**src/rtl/alu_tx_pkg.sv**
```systemverilog
// Shared types and default constants for the ALU result UART transmitter.
package alu_tx_pkg;

  localparam int NB_OUT_DEF       = 16;
  localparam int NB_DATA_DEF      = 8;
  localparam int CLKS_PER_BIT_DEF = 868;
  localparam int BYTES_PER_RESULT = NB_OUT_DEF / NB_DATA_DEF;

  typedef enum logic [2:0] {
    ST_IDLE   = 3'd0,
    ST_START  = 3'd1,
    ST_DATA   = 3'd2,
    ST_PARITY = 3'd3,
    ST_STOP   = 3'd4
  } tx_state_e;

endpackage

```
**src/rtl/baud_tick_gen.sv**
```systemverilog
// Bit-period timer: one-cycle tick every CLKS_PER_BIT cycles, restartable via i_clear.
module baud_tick_gen #(
  parameter int CLKS_PER_BIT = 868
) (
  input  logic i_clk,
  input  logic i_reset,
  input  logic i_clear,
  output logic o_tick
);

  localparam int CW = (CLKS_PER_BIT > 1) ? $clog2(CLKS_PER_BIT) : 1;

  logic [CW-1:0] cnt_q;
  logic [CW-1:0] cnt_d;

  assign o_tick = (cnt_q == CW'(CLKS_PER_BIT - 1));

  // Next count: restart on clear or wrap, otherwise advance.
  always_comb begin
    cnt_d = cnt_q;
    if (i_clear || o_tick) begin
      cnt_d = '0;
    end else begin
      cnt_d = cnt_q + CW'(1);
    end
  end

  // Counter register with synchronous active-low reset.
  always_ff @(posedge i_clk) begin
    if (!i_reset) begin
      cnt_q <= '0;
    end else begin
      cnt_q <= cnt_d;
    end
  end

endmodule

```
**src/rtl/alu_result_tx.sv**
```systemverilog
// Latches a 16-bit ALU result and sends it LSB byte first as UART frames.
// Optional even parity (8E1) when ALU_RESULT_TX_PARITY_EN is defined; 8N1 otherwise.
module alu_result_tx
  import alu_tx_pkg::*;
#(
  parameter int NB_OUT       = NB_OUT_DEF,
  parameter int NB_DATA      = NB_DATA_DEF,
  parameter int CLKS_PER_BIT = CLKS_PER_BIT_DEF
) (
  input  logic                     i_clk,
  input  logic                     i_reset,
  input  logic signed [NB_OUT-1:0] i_result,
  input  logic                     i_valid,
  output logic                     o_tx,
  output logic                     o_busy,
  output logic                     o_done
);

  localparam int BYTES = NB_OUT / NB_DATA;
  localparam int BITW  = (NB_DATA > 1) ? $clog2(NB_DATA) : 1;
  localparam int BYTW  = (BYTES > 1) ? $clog2(BYTES) : 1;

  tx_state_e         state_q, state_d;
  logic [BITW-1:0]   bit_cnt_q, bit_cnt_d;
  logic [BYTW-1:0]   byte_cnt_q, byte_cnt_d;
  logic [NB_OUT-1:0] shift_q, shift_d;
  logic              tx_q, tx_d;
  logic              busy_q, busy_d;
  logic              done_q, done_d;
`ifdef ALU_RESULT_TX_PARITY_EN
  logic              par_q, par_d;
`endif
  logic              accept_s;
  logic              tick_s;

  assign accept_s = (state_q == ST_IDLE) && i_valid;

  baud_tick_gen #(
    .CLKS_PER_BIT(CLKS_PER_BIT)
  ) u_baud (
    .i_clk  (i_clk),
    .i_reset(i_reset),
    .i_clear(accept_s),
    .o_tick (tick_s)
  );

  // Next-state and registered-output logic; tx_d is the line level for the next bit.
  always_comb begin
    state_d    = state_q;
    bit_cnt_d  = bit_cnt_q;
    byte_cnt_d = byte_cnt_q;
    shift_d    = shift_q;
    tx_d       = tx_q;
    busy_d     = busy_q;
    done_d     = 1'b0;
`ifdef ALU_RESULT_TX_PARITY_EN
    par_d      = par_q;
`endif
    case (state_q)
      ST_IDLE: begin
        if (i_valid) begin
          shift_d    = i_result;
          tx_d       = 1'b0;
          busy_d     = 1'b1;
          bit_cnt_d  = '0;
          byte_cnt_d = '0;
          state_d    = ST_START;
        end else begin
          tx_d = 1'b1;
        end
      end
      ST_START: begin
        if (tick_s) begin
          state_d   = ST_DATA;
          tx_d      = shift_q[0];
          shift_d   = shift_q >> 1;
          bit_cnt_d = '0;
`ifdef ALU_RESULT_TX_PARITY_EN
          par_d     = shift_q[0];
`endif
        end else begin
          state_d = ST_START;
        end
      end
      ST_DATA: begin
        if (tick_s && (bit_cnt_q == BITW'(NB_DATA - 1))) begin
`ifdef ALU_RESULT_TX_PARITY_EN
          state_d = ST_PARITY;
          tx_d    = par_q;
`else
          state_d = ST_STOP;
          tx_d    = 1'b1;
`endif
        end else if (tick_s) begin
          bit_cnt_d = bit_cnt_q + BITW'(1);
          tx_d      = shift_q[0];
          shift_d   = shift_q >> 1;
`ifdef ALU_RESULT_TX_PARITY_EN
          par_d     = par_q ^ shift_q[0];
`endif
        end else begin
          state_d = ST_DATA;
        end
      end
`ifdef ALU_RESULT_TX_PARITY_EN
      ST_PARITY: begin
        if (tick_s) begin
          state_d = ST_STOP;
          tx_d    = 1'b1;
        end else begin
          state_d = ST_PARITY;
        end
      end
`endif
      ST_STOP: begin
        if (tick_s && (byte_cnt_q == BYTW'(BYTES - 1))) begin
          state_d    = ST_IDLE;
          busy_d     = 1'b0;
          done_d     = 1'b1;
          byte_cnt_d = '0;
        end else if (tick_s) begin
          // Next byte's start bit follows immediately, no inter-frame gap.
          byte_cnt_d = byte_cnt_q + BYTW'(1);
          state_d    = ST_START;
          tx_d       = 1'b0;
        end else begin
          state_d = ST_STOP;
        end
      end
      default: begin
        state_d = ST_IDLE;
        tx_d    = 1'b1;
        busy_d  = 1'b0;
      end
    endcase
  end

  // State and output registers with synchronous active-low reset.
  always_ff @(posedge i_clk) begin
    if (!i_reset) begin
      state_q    <= ST_IDLE;
      bit_cnt_q  <= '0;
      byte_cnt_q <= '0;
      shift_q    <= '0;
      tx_q       <= 1'b1;
      busy_q     <= 1'b0;
      done_q     <= 1'b0;
`ifdef ALU_RESULT_TX_PARITY_EN
      par_q      <= 1'b0;
`endif
    end else begin
      state_q    <= state_d;
      bit_cnt_q  <= bit_cnt_d;
      byte_cnt_q <= byte_cnt_d;
      shift_q    <= shift_d;
      tx_q       <= tx_d;
      busy_q     <= busy_d;
      done_q     <= done_d;
`ifdef ALU_RESULT_TX_PARITY_EN
      par_q      <= par_d;
`endif
    end
  end

  assign o_tx   = tx_q;
  assign o_busy = busy_q;
  assign o_done = done_q;

endmodule
```
**config.mk**
```make
export PLATFORM = sky130hd
export DESIGN_NAME = alu_result_tx
export DESIGN_NICKNAME = d
export VERILOG_FILES = /design/src/rtl/alu_tx_pkg.sv /design/src/rtl/baud_tick_gen.sv /design/src/rtl/alu_result_tx.sv
export SDC_FILE = /design/constraint.sdc
export NUM_CORES = 1
export LEC_CHECK = 0
export CORE_ASPECT_RATIO = 0.5
export CORE_MARGIN = 5
export CORE_UTILIZATION = 50
export DETAILED_ROUTE_END_ITERATION = 16
export PLACE_DENSITY_LB_ADDON = 0.25
export REMOVE_ABC_BUFFERS = 1
export SYNTH_ARGS = -nofsm -noshare
export SYNTH_HDL_FRONTEND = slang
export SYNTH_HIERARCHICAL = 1
export SYNTH_SLANG_ARGS = --single-unit
export TNS_END_PERCENT = 20
```
**constraint.sdc**
```tcl
create_clock -name i_clk -period 4.12 [get_ports i_clk]
set_input_delay 0.412 -clock i_clk [delete_from_list [all_inputs] [get_ports i_clk]]
set_output_delay 0.412 -clock i_clk [all_outputs]
set_load 0.01 [all_outputs]
```
; Word level (Yosys, flattened, before mapping)
; Index checks and enable logic that the tools add are counted.
[totals]
register_bits = 36
output_inout_bits = 3
elab_cells = 73
[classes]
add_sub_neg = 3
n_eq_ne = 14
mux = 30
bitwise_logic = 2
reduce_logical = 16
[ops]
columns = operator, n
row1 = $mux W16, 3
row2 = $pmux W16 S3, 1
row3 = $mux W3, 9
row4 = $ne A2 B2 Y1 const B, 7
row5 = $pmux W3 S4, 1
row6 = $mux W1, 11
row7 = $add A10 B1 Y10 const B, 1
row8 = $eq A10 B10 Y1 const B, 1
row9 = $pmux W3 S3, 1
row10 = $reduce_and A3 Y1, 3
row11 = $eq A3 B3 Y1 const B, 2
row12 = $ne A3 B3 Y1 const B, 2
row13 = $reduce_and A2 Y1, 3
row14 = $reduce_and A5 Y1, 1
row15 = $pmux W1 S4, 1
row16 = $reduce_or A2 Y1, 2
row17 = $add A3 B1 Y3 const B, 1
row18 = $eq A3 B1 Y1 const B, 1
row19 = $eq A3 B2 Y1 const B, 1
row20 = $logic_and A1 B1 Y1, 3
row21 = $logic_not A3 Y1, 1
row22 = $pmux W1 S3, 1
row23 = $reduce_bool A3 Y1, 1
row24 = $mux W2, 1
row25 = other kinds (5), 6

; Depth between registers and ports, before layout
[logic_depth]
depth_word = 4
ltp_mapped = 9
ltp_nobuf = 8

; By module
; The synthesis kept the hierarchy.
[modules_own_cells]
columns = module, n_inst, cells_per_inst, area_each_um2
row1 = alu_result_tx, 1, 148, 1395.1
row2 = baud_tick_gen, 1, 53, 454.2

; Worst setup path after synthesis
; No wires, ideal clock.
[synth_timing]
path_kind = register to register
from = register u_baud.cnt_q[4]
to = register tx_q (netlist: o_tx)
arrival_ns = 1.883
slack_ns = 2.115
path_stages_with_launch = 9
synth_period_minus_slack_ns = 2.005
cell_sequence = dfxtp_1 > nor4b_1 > nand2_1 > nor2_1 > buf_2 > nand2b_1 > a31oi_1 > o32ai_1 > a221o_1
[synth_via]
elab_chain_len = 4
elab_cells_between_ends = 9
classes_between = eq/ne: 3 / mux: 3 / reduce/logical: 3
[synth_rtl]
columns = item, line_no
row1 = "start, declared", baud_tick_gen.sv:13  ; logic [CW-1:0] cnt_q;
row2 = "start signal, assigned", baud_tick_gen.sv:33  ; cnt_q <= cnt_d;
row3 = $eq A10 B10 Y1 (*), baud_tick_gen.sv:16  ; assign o_tick = (cnt_q == CW'(CLKS_PER_BIT - 1));
row4 = named net tick_s, alu_result_tx.sv:34  ; logic tick_s;
row5 = "$mux W1, or another cell as far along", n/a
row6 = $mux W1 / $ne A2 B2 Y1 (equally long branches), n/a
row7 = $pmux W1 S4 / $reduce_and A2 Y1 (equally long branches), n/a
row8 = "end signal, assigned", alu_result_tx.sv:156  ; tx_q <= tx_d;
row9 = "end, declared", alu_result_tx.sv:27  ; logic tx_q, tx_d;
; The timed path passes the listed nets; every way through them passes the cells marked *.
; A chain may end at the register's enable or synchronous reset.

; Worst setup path in the final report
[layout_timing]
from = register u_baud.cnt_q[3]
to = register shift_q[10]
[layout_via]
elab_chain_len = 4
elab_cells_between_ends = 7
classes_between = eq/ne: 2 / mux: 3 / reduce/logical: 2
[layout_rtl]
columns = item, line_no
row1 = $eq A10 B10 Y1 (*), baud_tick_gen.sv:16
row2 = named net tick_s, alu_result_tx.sv:34
row3 = $mux W16 / $logic_and A1 B1 Y1 (equally long branches), n/a
row4 = $mux W16 / $ne A2 B2 Y1 (equally long branches), n/a
row5 = $pmux W16 S3 / $reduce_and A3 Y1 (equally long branches), n/a
row6 = "end signal, assigned", alu_result_tx.sv:155  ; shift_q <= shift_d;
row7 = "end, declared", alu_result_tx.sv:26  ; logic [NB_OUT-1:0] shift_q, shift_d;
; The timed path passes the listed nets; every way through them passes the cells marked *. The select of a mux whose other input is x is not followed.

==> impl_metrics.yaml <==
outcome:
  status: "finished clean"
routing:
  num_vias: 1423
  ant_nets: 0
  vias_per_cell: 5.31
  wl_per_cell_um: 12.6
  drt-initial-drc-count: 53
  drc_errors: 0
  wl_mm: 3.37
  dr.pass1.iters: 4
placed_design:
  pre_cts_ws_ns: 1.42
  hpwl_mm: 2.28
  place_area_sq_um: 2020
  dp_cells: 260
  portBuffers: 21
  gp_congestion: 0.852
sta:
  slew_headroom_pct: 47.6
  rsz0062_at_grt: "no"
  achievable-frequency_mhz: 352
  finClkSkew_ns: 0.00485
  slew_violations: 0
  tightest_slew_ns: 0.784
  min_period_ns: 2.84
  hold_viol: 0
  setup_violations: 0
  finalWorstSetupSlack_ns: 1.28
  worst_hold_slack_ns: 0.463
  timing.setup.tns_ns: 0
  timing.final.crit_share_pct: 69.0
clock_tree:
  cts_buffers: 5
  h-tree-depth: 2
  insertion_delay_ns: 0.29
  cts_buffer_depth: 2
  cts_hold_buf: 0
  postCtsSetupBuffers: 0
  cts_tree: "yes"
  path_clk_slew_ns: 0.07
  cts.sinks: 36
  post_cts_resized: 0
  cts-root-buf: "clkbuf_8"
logic_synthesis:
  synth-seq-cells: 36
  synthArstFlopShare_pct: 0
  seq_area_frac_synth_pct: 39.0
  ys_top_cells_by_area: "dfxtp_1, mux2i_1, a21oi_1, o21ai_1, nor2_1"
  ys_warn_count: 6
  yosysUniqueCellTypes: 47
  synth_ff_type: "dfxtp_1"
  synth_area_sq_um: 1850
  synth_edf_count: 0
  syn_inst: 201
  synth_top_cell_area_share_pct: 39.0
  synth_top_area_cell: "dfxtp_1"
  syn_avg_cell_area_sq_um: 9.20
hold_path:
  min_from: "shift_q[15]$_SDFFE_PN0P_"
  worstHoldEndpoint: "shift_q[15]$_SDFFE_PN0P_"
  hold_path_class: "flop to flop"
  worstHoldPathCells: 2
die:
  die-height_um: 53.0
  num_io_pins: 22
  die_w_um: 96.0
  die-area_sq_um: 5090
  coreArea_sq_um: 3490
  rows: 15
  initial_utilization_pct: 53.0
power_and_ir_drop:
  powerDensity_nw_per_um2: 360
  total_power_mw: 0.765
  p_leak_nw: 0.763
  peakVddDrop_uv: 151
critical_path:
  cp-start-kind: "flop"
  worstPathRequired_ns: 4.34
  critPathSlowestCell: "nor2_1"
  r2r_setup_slack_ns: 1.28
  crit_fanout: 31
  critPathKind: "flop to flop"
  cp.arrival_ns: 3.06
  reg2reg_depth: 7
  reg2reg_to: "shift_q[10]$_SDFFE_PN0P_"
  cp_top_family: "simple AND/OR/NAND/NOR gates"
  path_buf_inv: 0
  cp_cell_sequence: "nor4b_1, nand2_1, nor2_1, nor4bb_4, a211o_4, o21ai_1, a21oi_1"
  crit_path_end_kind: "flop"
  critPathMaxStageDelay_ns: 0.60
  reg2reg_from: "u_baud/cnt_q[3]$_SDFF_PP0_"
global_route:
  grt_pass1_vias: 1253
  grt.total_usage_pct: 14.9
  grt-ovfl-total: 0
  antenna_found_initial: 0
  grt_max_degree: 32
  grt_pass1_wl_mm: 5.86
cells_and_area:
  final_util_pct: 60.9
  drive_gt1_share_pct: 8.76
  area_growth_pct: 15.0
  diodes: 0
  nets: 238
  final_cells: 268
  fin_area_sq_um: 2130
flow_run:
  cap_violations: 0
==> logic make-up after synthesis <==
group           count (synthesis)  synth area share [%]
xor+xnor                        6                  3.25
simple gates                   64                  20.5
fa+ha+maj                       3                  2.03
mux                            16                  8.66
compound gates                 60                  20.4
buf+inv                        16                  6.22
flops                          36                  39.0
==> cells in the mapped netlist (5+ instances only) <==
cell	count
dfxtp_1	36
a21oi_1	20
nor2_1	17
mux2i_1	16
o21ai_1	14
nand2_1	12
nand3_1	9
nor2b_1	7
o21ai_0	6
a22oi_1	5
clkbuf_1	5
==> power breakdown <==
group / internal, mW / switching (mW) / total [mW]
logic: 0.0453 / 0.0372 / 0.0825
clock network: 0.180 / 0.126 / 0.306
registers: 0.364 / 0.0123 / 0.377
==> layout by cell type, fill, tap and decap left out, types with 3 or more instances in the layout <==
cell type and n:
a21oi_1 20, a22oi_1 5, a31oi_1 3, clkbuf_8 5, clkdlybuf4s50_1 21, dfxtp_1 36
ha_1 3, inv_1 3, mux2i_1 16, nand2_1 12, nand2b_1 4, nand3_1 9
nor2_1 17, nor2b_1 7, o21ai_0 6, o21ai_1 14, xor2_1 3
==> layer usage <==
layer  share of wire [%]  up-vias  track usage (%)
met1                  51      632             20.6
met2                  44       29             21.5
met5                   0        -                0
li1                    -      755                -
met4                 1.0        0             6.37
met3                 3.6        7             3.98
==> worst register-to-register path: stages (launching register included) <==
cell and delay [ns]:
dfxtp_1 0.36, nor4b_1 0.56, nand2_1 0.20, nor2_1 0.60, nor4bb_4 0.47, a211o_4 0.34
o21ai_1 0.11, a21oi_1 0.15
==> flip-flops by register name, summed over array words and instances, names as in the netlist <==
| register | count |
|---|---|
| state_q | 3 |
| bit_cnt_q | 3 |
| o_busy | 1 |
| shift_q | 16 |
| o_tx | 1 |
| byte_cnt_q | 1 |
| o_done | 1 |
| u_baud/cnt_q | 10 |
==> layout make-up <==
| cell class | instances | area [sq um] |
|---|---|---|
| fill | 323 | 1360 |
| multi-input combinational | 149 | 1010 |
| sequential | 36 | 721 |
| timing repair buffer | 21 | 210 |
| clock buffer | 6 | 72.6 |
| tap | 51 | 63.8 |
| clock inverter | 2 | 35.0 |
| inverter | 3 | 11.3 |
==> worst max path at each step <==
stage                               startpoint  slack (ns)  cells after the start                  endpoint
floorplan           u_baud/cnt_q[4]$_SDFF_PP0_        1.80                      7  shift_q[15]$_SDFFE_PN0P_
global placement    u_baud/cnt_q[3]$_SDFF_PP0_        1.51                      7  shift_q[15]$_SDFFE_PN0P_
detailed placement  u_baud/cnt_q[3]$_SDFF_PP0_        1.42                      7  shift_q[11]$_SDFFE_PN0P_
CTS                 u_baud/cnt_q[4]$_SDFF_PP0_        1.31                      7  shift_q[11]$_SDFFE_PN0P_
global route        u_baud/cnt_q[3]$_SDFF_PP0_        1.00                      7   shift_q[6]$_SDFFE_PN0P_
finish              u_baud/cnt_q[3]$_SDFF_PP0_        1.28                      7  shift_q[10]$_SDFFE_PN0P_
Power figures use the tool's default switching activity.
==> variant (same flow settings) <==
The 5 states of `tx_state_e` get a one-hot encoding in 5 bits.
--- a/src/rtl/alu_tx_pkg.sv
+++ b/src/rtl/alu_tx_pkg.sv
@@ -7,10 +7,10 @@
   localparam int BYTES_PER_RESULT = NB_OUT_DEF / NB_DATA_DEF;
 
-  typedef enum logic [2:0] {
-    ST_IDLE   = 3'd0,
-    ST_START  = 3'd1,
-    ST_DATA   = 3'd2,
-    ST_PARITY = 3'd3,
-    ST_STOP   = 3'd4
+  typedef enum logic [4:0] {
+    ST_IDLE   = 5'b00001,
+    ST_START  = 5'b00010,
+    ST_DATA   = 5'b00100,
+    ST_PARITY = 5'b01000,
+    ST_STOP   = 5'b10000
   } tx_state_e;
 
Formal check against the unedited RTL: same outputs for any inputs over 10 cycles, from zero or initial values and one cycle with i_reset low; not proved beyond that.
==> variant against the original RTL <==
Wire length rose by 9.4%. First-iteration DRC count rose by 30%. Area after synthesis barely moved. Combinational power rose by 35%. Synthesized cell count rose by 3.0%. Sequential cell count rose by 1. Setup slack got worse by 0.49 ns. Non-clock buffer count rose by 2. Clock skew fell by 0.00075 ns. Worst hold slack improved by 0.012 ns. Sequential power rose by 6.4%. Design area rose by 2.2%. Power rose by 0.39%. Critical path type unchanged. Critical endpoint is now shift_q[9].
==> variant: results (changes against the original RTL) <==
dp.cells: 270  # +3.8%
status: "complete, no violations"
cellLeakagePower_uw: 0.00103  # +36%
hpwl_microns: 2500  # +9.4%
final_layout_size_suffix_gt1_share_pct: 5.75  # -3.0 points
p_switching_uw: 192  # +9.2%
grt_max_degree: 27  # -16%
synthCells: 207  # +3.0%
grt_pass1_vias: 1423  # +14%
worst_pin_slew_ns: 0.913  # +0.130 ns
cp.arrival_ns: 3.52  # +0.46 ns
via_count: 1495  # +5.1%
grt_usage_pct: 16.0  # +1.2 points
synth_area_leaders: "dfxtp_1 40%, mux2i_1 9.2%, o211a_1 8.1%, nand2_1 5.7%, nor2_1 4.1%"
ys_types: 41  # -13%
grt_pass1_wl_microns: 6240  # +6.6%
final_nets: 248  # +4.2%
slowest_delay_ns: 0.75  # +0.15 ns
pre_cts_slack_ns: 0.925  # -0.500 ns
fillCellCount: 299  # -7.4%
wire_per_inst_microns: 13.3  # +5.8%
path_max_fanout: 24  # -23%
clockBufferDepth: 2  # unchanged
layout.cells.non_filler: 277  # +3.4%
swShare_pct: 25.0  # +2.0 points
gp_congestion: 0.842  # -1.2%
ys_seq_area_share_pct: 40.1  # +1.1 points
drt_iter0_drc: 69  # +30%
synth_common_cells: "37 x dfxtp_1, 28 x nand2_1, 20 x nor2_1"
-- variant: cell count changes in the layout (fill, tap and decap cells not counted), moves of 3 or more --
| cell | change |
|---|---|
| a21oi_1 | -16 |
| nand2_1 | +16 |
| o211a_1 | +14 |
| o21ai_1 | -14 |
| and3_1 | +3 |
| nor2_1 | +3 |
-- variant: path summary, 6_finish.rpt --
path | from | end | slack, ns | cells past startpoint
setup / recovery | u_baud/cnt_q[4] | shift_q[9] | 0.78 | 8
hold / removal | u_baud/cnt_q[0] | u_baud/cnt_q[0] | 0.47 | 1
setup reg to reg | u_baud/cnt_q[4] | shift_q[9] | 0.78 | 8
hold reg to reg | u_baud/cnt_q[0] | u_baud/cnt_q[0] | 0.47 | 1
-- variant: layout make-up --
class / instances / area (sq um) / share of cell area (%)
tap: 51 / 63.8 / 2.94
inverter: 4 / 15.0 / 0.691
multi-input combinational: 155 / 1040 / 48.0
timing repair buffer: 23 / 225 / 10.4
sequential: 37 / 741 / 34.1
clock buffer: 7 / 86.3 / 3.97
-- variant: layer usage --
metal | vias to the layer above | track usage [%] | part of all wire [%]
li1 | 766 | - | -
met4 | 0 | 8.25 | 1.3
met2 | 33 | 27.0 | 46
met3 | 7 | 3.55 | 3.8
met1 | 689 | 19.4 | 49
met5 | - | 0 | 0
-- variant: power groups by stage --
stage	registers (uW)	logic [uW]	clock network [uW]
2_1_floorplan	405	70.9	0
3_3_place_gp	407	106	0
3_5_place_dp	409	110	0
4_1_cts	400	111	260
5_1_grt	404	123	274
6_report	401	111	256
-- variant: cell families (layout without fill, tap and decap cells) --
family	after synthesis	in the layout	synth area share (%)
buffers and inverters	15	34	3.52
multiplexers	17	17	9.21
AND/OR/NAND/NOR	86	86	23.0
AO/OA/AOI/OAI	43	43	19.3
XOR/XNOR	6	6	2.84
flip-flops	37	37	40.1
adder cells (fa/ha/maj)	3	3	2.03
-- variant: stage by stage --
| step | power (uW) | instance area, sq um | hold WS, ns |
|---|---|---|---|
| final | 768 | 2170 | 0.475 |
| after global routing | 801 | 2170 | 0.494 |
| after CTS | 772 | 2170 | 0.475 |
| after detailed placement | 519 | 2090 | 0.461 |
| after global placement | 514 | 2090 | 0.442 |
| after floorplan | 476 | 1800 | 0.426 |
